### config.mk
export PLATFORM = sky130hd
export DESIGN_NAME = mv_pred_decode
export DESIGN_NICKNAME = d
export VERILOG_FILES = /design/src/rtl/mv_pred_decode.sv
export SDC_FILE = /design/constraint.sdc
export NUM_CORES = 1
export LEC_CHECK = 0
export CORE_ASPECT_RATIO = 1.25
export CORE_MARGIN = 5
export CORE_UTILIZATION = 55
export CTS_CLUSTER_DIAMETER = 40
export DETAILED_ROUTE_END_ITERATION = 6
export GPL_TIMING_DRIVEN = 0
export MAX_ROUTING_LAYER = met4
export PLACE_DENSITY = 0.74
export RECOVER_POWER = 50
export SLEW_MARGIN = 20
export SYNTH_ARGS = -nofsm -noshare
export SYNTH_HDL_FRONTEND = slang
export SYNTH_SLANG_ARGS = --single-unit
### constraint.sdc
create_clock -name clk_i -period 18.6 [get_ports clk_i]
set_clock_uncertainty 0.05 [all_clocks]
set_input_delay 5.58 -clock clk_i [delete_from_list [all_inputs] [get_ports clk_i]]
set_output_delay 5.58 -clock clk_i [all_outputs]
set_load 0.01 [all_outputs]
### src/rtl/mv_pred_decode.sv
// Motion-vector predictor decoder: decodes one MPEG-2 motion_code VLC plus residual
// from a bitstream window and reconstructs the vector against a per-channel predictor.
module mv_pred_decode #(
  parameter int BUF_W  = 24,
  parameter int NUM_CH = 4,
  parameter int CHW    = 2,
  parameter int MV_W   = 14
) (
  input  logic                   clk_i,
  input  logic                   rst_ni,
  input  logic [BUF_W-1:0]       buf_i,
  input  logic                   in_valid_i,
  output logic                   in_ready_o,
  input  logic [CHW-1:0]         ch_i,
  input  logic [3:0]             f_code_i,
  input  logic                   pmv_clear_i,
  output logic                   out_valid_o,
  input  logic                   out_ready_i,
  output logic [4:0]             outshift_o,
  output logic signed [4:0]      mcode_o,
  output logic signed [MV_W-1:0] mv_o,
  output logic                   err_o,
  output logic [1:0]             state_o
);

  // Handshakes: a transfer happens on a rising edge where valid and ready are both 1;
  // valid never depends on ready, and outputs stay frozen while out_valid_o=1 and out_ready_i=0.
  localparam logic [1:0] S_IDLE = 2'd0;
  localparam logic [1:0] S_CALC = 2'd1;
  localparam logic [1:0] S_HOLD = 2'd2;
  localparam int SW = MV_W + 1;
  localparam logic signed [SW-1:0] ONE = 1;

  logic [1:0]             state_q, state_d;
  logic [BUF_W-1:0]       buf_q;
  logic [CHW-1:0]         ch_q;
  logic [3:0]             fcode_q;
  logic signed [MV_W-1:0] pmv_q [NUM_CH];
  logic                   out_valid_q, err_q;
  logic [4:0]             outshift_q;
  logic signed [4:0]      mcode_q;
  logic signed [MV_W-1:0] mv_q;

  logic [9:0]       pfx;
  logic [4:0]       mag;
  logic [3:0]       len_m1;
  logic             code_ok;
  logic [BUF_W-1:0] shl_s, shl_r;
  logic             neg;
  logic [3:0]       r_size;
  logic [7:0]       residual;
  logic [4:0]       vlc_len, outshift_n;
  logic signed [4:0] mcode_n;
  logic             f_ok, ch_ok, legal;
  logic signed [MV_W-1:0] base;
  logic signed [SW-1:0] dabs, delta, sum, sum_w, f16, hi, lo, f32;

  assign pfx = buf_q[BUF_W-1 -: 10];

  // Magnitude and VLC length minus one (sign bit included in the length).
  always_comb begin
    mag     = 5'd0;
    len_m1  = 4'd0;
    code_ok = 1'b1;
    casez (pfx)
      10'b1?????????: begin mag = 5'd0;  len_m1 = 4'd0;  end
      10'b01????????: begin mag = 5'd1;  len_m1 = 4'd2;  end
      10'b001???????: begin mag = 5'd2;  len_m1 = 4'd3;  end
      10'b0001??????: begin mag = 5'd3;  len_m1 = 4'd4;  end
      10'b000011????: begin mag = 5'd4;  len_m1 = 4'd6;  end
      10'b0000101???: begin mag = 5'd5;  len_m1 = 4'd7;  end
      10'b0000100???: begin mag = 5'd6;  len_m1 = 4'd7;  end
      10'b0000011???: begin mag = 5'd7;  len_m1 = 4'd7;  end
      10'b000001011?: begin mag = 5'd8;  len_m1 = 4'd9;  end
      10'b000001010?: begin mag = 5'd9;  len_m1 = 4'd9;  end
      10'b000001001?: begin mag = 5'd10; len_m1 = 4'd9;  end
      10'b000001000?: begin mag = 5'd11; len_m1 = 4'd9;  end
      10'b0000001111: begin mag = 5'd12; len_m1 = 4'd10; end
      10'b0000001110: begin mag = 5'd13; len_m1 = 4'd10; end
      10'b0000001101: begin mag = 5'd14; len_m1 = 4'd10; end
      10'b0000001100: begin mag = 5'd15; len_m1 = 4'd10; end
      10'b0000001011: begin mag = 5'd16; len_m1 = 4'd10; end
      default:        code_ok = 1'b0;
    endcase
  end

  assign shl_s    = buf_q << len_m1;
  assign shl_r    = shl_s << 1;
  assign neg      = (mag != 5'd0) && shl_s[BUF_W-1];
  assign r_size   = fcode_q - 4'd1;
  assign residual = shl_r[BUF_W-1 -: 8] >> (4'd8 - r_size);
  assign vlc_len  = {1'b0, len_m1} + 5'd1;
  assign outshift_n = vlc_len + ((mag != 5'd0) ? {1'b0, r_size} : 5'd0);
  // +16 has no 5-bit signed encoding and aliases to -16 on mcode_o.
  assign mcode_n  = neg ? -mag : mag;

  assign f_ok  = (fcode_q >= 4'd1) && (fcode_q <= 4'd9);
  assign ch_ok = {1'b0, ch_q} < NUM_CH[CHW:0];
  assign legal = code_ok && f_ok && ch_ok;
  assign base  = (pmv_clear_i || !ch_ok) ? '0 : pmv_q[ch_q];

  always_comb begin
    dabs  = ((SW'(mag) - ONE) << r_size) + SW'(residual) + ONE;
    delta = (mag == 5'd0) ? '0 : (neg ? -dabs : dabs);
    sum   = {base[MV_W-1], base} + delta;
    f16   = ONE <<< (r_size + 4'd4);
    hi    = f16 - ONE;
    lo    = -f16;
    f32   = f16 <<< 1;
    sum_w = sum;
    if (sum > hi)      sum_w = sum - f32;
    else if (sum < lo) sum_w = sum + f32;
  end

  always_comb begin
    state_d = state_q;
    case (state_q)
      S_IDLE:  if (in_valid_i) state_d = S_CALC;
      S_CALC:  state_d = S_HOLD;
      S_HOLD:  if (out_ready_i) state_d = S_IDLE;
      default: state_d = S_IDLE;
    endcase
  end

  always_ff @(posedge clk_i or negedge rst_ni) begin
    if (!rst_ni) begin
      state_q     <= S_IDLE;
      buf_q       <= '0;
      ch_q        <= '0;
      fcode_q     <= '0;
      out_valid_q <= 1'b0;
      err_q       <= 1'b0;
      outshift_q  <= '0;
      mcode_q     <= '0;
      mv_q        <= '0;
    end else begin
      state_q <= state_d;
      if (state_q == S_IDLE && in_valid_i) begin
        buf_q   <= buf_i;
        ch_q    <= ch_i;
        fcode_q <= f_code_i;
      end
      if (state_q == S_CALC) begin
        out_valid_q <= 1'b1;
        err_q       <= !legal;
        outshift_q  <= legal ? outshift_n : 5'd0;
        mcode_q     <= legal ? mcode_n : 5'sd0;
        mv_q        <= legal ? sum_w[MV_W-1:0] : base;
      end
      if (state_q == S_HOLD && out_ready_i) out_valid_q <= 1'b0;
    end
  end

  // A clear coinciding with CALC still lets the freshly computed vector land.
  always_ff @(posedge clk_i or negedge rst_ni) begin
    if (!rst_ni) begin
      for (int i = 0; i < NUM_CH; i++) pmv_q[i] <= '0;
    end else begin
      if (pmv_clear_i)
        for (int i = 0; i < NUM_CH; i++) pmv_q[i] <= '0;
      if (state_q == S_CALC && legal) pmv_q[ch_q] <= sum_w[MV_W-1:0];
    end
  end

  assign in_ready_o  = (state_q == S_IDLE);
  assign out_valid_o = out_valid_q;
  assign err_o       = err_q;
  assign outshift_o  = outshift_q;
  assign mcode_o     = mcode_q;
  assign mv_o        = mv_q;
  assign state_o     = state_q;

endmodule

==> summary.txt <==
Die
  • Die width: 136.2 um
  • Die area: 22840 um^2
  • Core Rows: 57
  • Starting Density: 56.02%
  • IO Pins: 64
  • Core Region: 19540 um^2
  • Overall die height: 167.7 um

Status
  • Failing checks: capacitance limit, slew limit
  • Status: complete, but fails checks

Worst setup path
  • Slowest-stage cell, CP: o311ai_1
  • CP Capture Type: register
  • Buf/Inv on CP: 7
  • Worst EP required: 18770 ps
  • CP delay by family, top: compound AO/OA/AOI/OAI gates
  • Startpoint Class: register
  • Kind of critical path: register to register
  • Crit path max fanout: 11
  • Cell mode on critical path: nand2_1
  • Crit path largest cell delay: 910 ps
  • Critical path arrival: 12960 ps

GRT
  • Largest net degree at the start of global routing: 60
  • First-pass GRT wire length: 52.42 mm
  • Initial antenna violation count: 0
  • Total track usage: 29.29%
  • Number of global-route vias before repair: 10140
  • Grt ovf: 0

Cells and area
  • Commonest non-fill, non-tap cell in the layout: nor2_1
  • Fillers: 1778
  • Share of cells above drive strength 1: 8.749%
  • Synth-to-Final Area Change: 11.01%
  • Antenna cell count: 0
  • Most frequent cells in the layout: nor2_1, dfrtp_1, o21ai_0, nand2_1, ha_1
  • NumNets Final: 1504

Clocking
  • Post-CTS resize count: 0
  • CTS tree: yes
  • CTS Buf Count: 9
  • Clk sinks: 111
  • Clock root buffer: clkbuf_16
  • Clock tree buffer depth: 2
  • Post-CTS setup buffers: 0
  • Cts hold-fix bufs: 0
  • Clk Latency, worst-skew pair: 370 ps
  • Clk slew on worst S/H paths: 90 ps
  • H-tree levels: 3

Job
  • Maxcap violations: 2

Synth
  • Fraction of registers with async set/reset: 100.0%
  • Seq cells post-synth: 111
  • Sequential share of the synthesized area: 25.37%
  • Syn Inst Count: 1306
  • Synthesis warning total: 0
  • Synthesized area per cell: 8.382 um^2
  • Number of flops mapped to enable cells by yosys: 0
  • Netlist cell types: 87
  • Ys flop type: dfrtp_1
  • Mapped cell area: 10950 um^2
  • Syn_nets: 1432

STA
  • Setup Viol. Count Final: 0
  • Worst slew pin tran: 3118 ps
  • TNS Setup: 0 ps
  • Final Hold Fails: 0
  • Minimum clock period: 12790 ps
  • Achievable clock frequency: 78.19 MHz
  • Tcrit/Tclk final: 68.76%
  • RSZ-0062 raised after global routing: no
  • Slew margin rel.: -107.9%
  • Slew Viols, Final: 114

Detailed routing
  • Initial DRC count: 1012
  • DRC Markers: 0
  • Final ANT Viol Nets: 0
  • WL per Instance: 19.86 um
  • Detailed Routing Iterations Pass 1: 5
  • Vias/cell: 6.288
  • Detailed Route WL: 32.73 mm
  • Via count: 10360

Place
  • Port bufs: 60
  • DP HPWL: 25.25 mm
  • Placer Congestion: 1.005

Min path
  • Hold Path Class: register to register
cell families (layout without fill, tap and decap cells):
logic type               after synthesis  count (layout)  synth area share (%)
multiplexers                          89              89                 10.62
XOR/XNOR                              54              54                 4.595
buffers and inverters                135             212                 5.063
adder cells (fa/ha/maj)               92              92                 10.84
AND/OR/NAND/NOR                      448             448                 21.50
AO/OA/AOI/OAI                        377             377                 22.01
flip-flops                           111             111                 25.37
cell type report:
cell class	count	area (um^2)	share of cell area (%)
Buffer	75	311.5	2.564
Inverter	60	225.2	1.853
Tap cell	265	331.6	2.729
Multi-Input combinational cell	1060	7601	62.55
Timing Repair Buffer	61	598.1	4.922
Sequential cell	111	2778	22.86
Clock inverter	7	81.33	0.6693
Clock buffer	9	225.2	1.853
worst register-to-register path, delay by kind of cell (launching register included):
kind | cells | cell delay [ps]
buffers and inverters | 7 | 2080
and+or+nand+nor | 15 | 3610
muxes | 2 | 650
DFF | 1 | 450
xor gates and xnor gates | 3 | 950
AOI/OAI and AO/OA | 13 | 3690
adders and majority gates | 4 | 1160
per-stage QoR:
stage	hold slack, ps	setup WS [ps]	instance area [um^2]	util (%)	std cells
after floorplan	422.2	8268	10950	-	1306
after global routing	472.1	4846	12150	62.18	1648
after global placement	412.9	6409	11880	60.79	1631
after detailed placement	426.1	6286	11910	60.94	1632
final	444.8	5810	12150	62.18	1648
after CTS	445.0	6673	12210	62.50	1648
cell usage after synthesis, drive strengths merged, types with 13 or more instances:
cell    number  share of area [%]
buf         22                1.2
dfrtp      111                 25
nor2       119                4.1
o21a        19                1.3
o21ai      138                6.3
nand2       95                3.3
mux4        18                3.7
a211oi      16                1.2
nand2b      17               0.97
clkbuf      53                1.8
nor3        25                1.1
or2         13               0.74
nand3       25                1.2
xor2        17                1.4
a21o        17                1.2
inv         60                2.1
ha          86                9.8
mux2i       34                3.1
xnor2       37                3.2
nor2b       37                2.1
nand3b      57                3.9
a21oi       80                3.7
mux2        37                3.8
a31oi       14               0.80
flip-flops by register name, indices dropped and copies added (netlist names):
| name | count |
|---|---|
| mcode_o | 5 |
| state_o | 2 |
| err_o | 1 |
| buf_q | 21 |
| ch_q | 2 |
| pmv_q | 56 |
| fcode_q | 4 |
| outshift_o | 5 |
| mv_o | 14 |
| out_valid_o | 1 |
path summary, 6_finish.rpt:
| path | startpoint | cells after the start | slack (ps) | to |
|---|---|---|---|---|
| hold reg to reg | mv_o[5]$_DFFE_PN0N_ | 1 | 440 | mv_o[5]$_DFFE_PN0N_ |
| hold / removal | mv_o[5]$_DFFE_PN0N_ | 1 | 440 | mv_o[5]$_DFFE_PN0N_ |
| min in group asynchronous | rst_ni | 1 | 6120 | buf_q[9]$_DFFE_PN0P_ |
| max in group asynchronous | rst_ni | 2 | 8320 | pmv_q[35]$_DFF_PN0_ |
| setup / recovery | buf_q[21]$_DFFE_PN0P_ | 44 | 5810 | pmv_q[4]$_DFF_PN0_ |
| setup reg to reg | buf_q[21]$_DFFE_PN0P_ | 44 | 5810 | pmv_q[4]$_DFF_PN0_ |
layer usage:
metal | track usage [%] | part of all wire (%)
met2 | 50.81 | 51
met5 | - | 0
met4 | 11.66 | 4.8
met1 | 34.32 | 39
met3 | 3.541 | 5.4
Power is left out: the tool's default activity adds up to more than one toggle a clock period on the data nets, which glitch-free logic cannot reach.
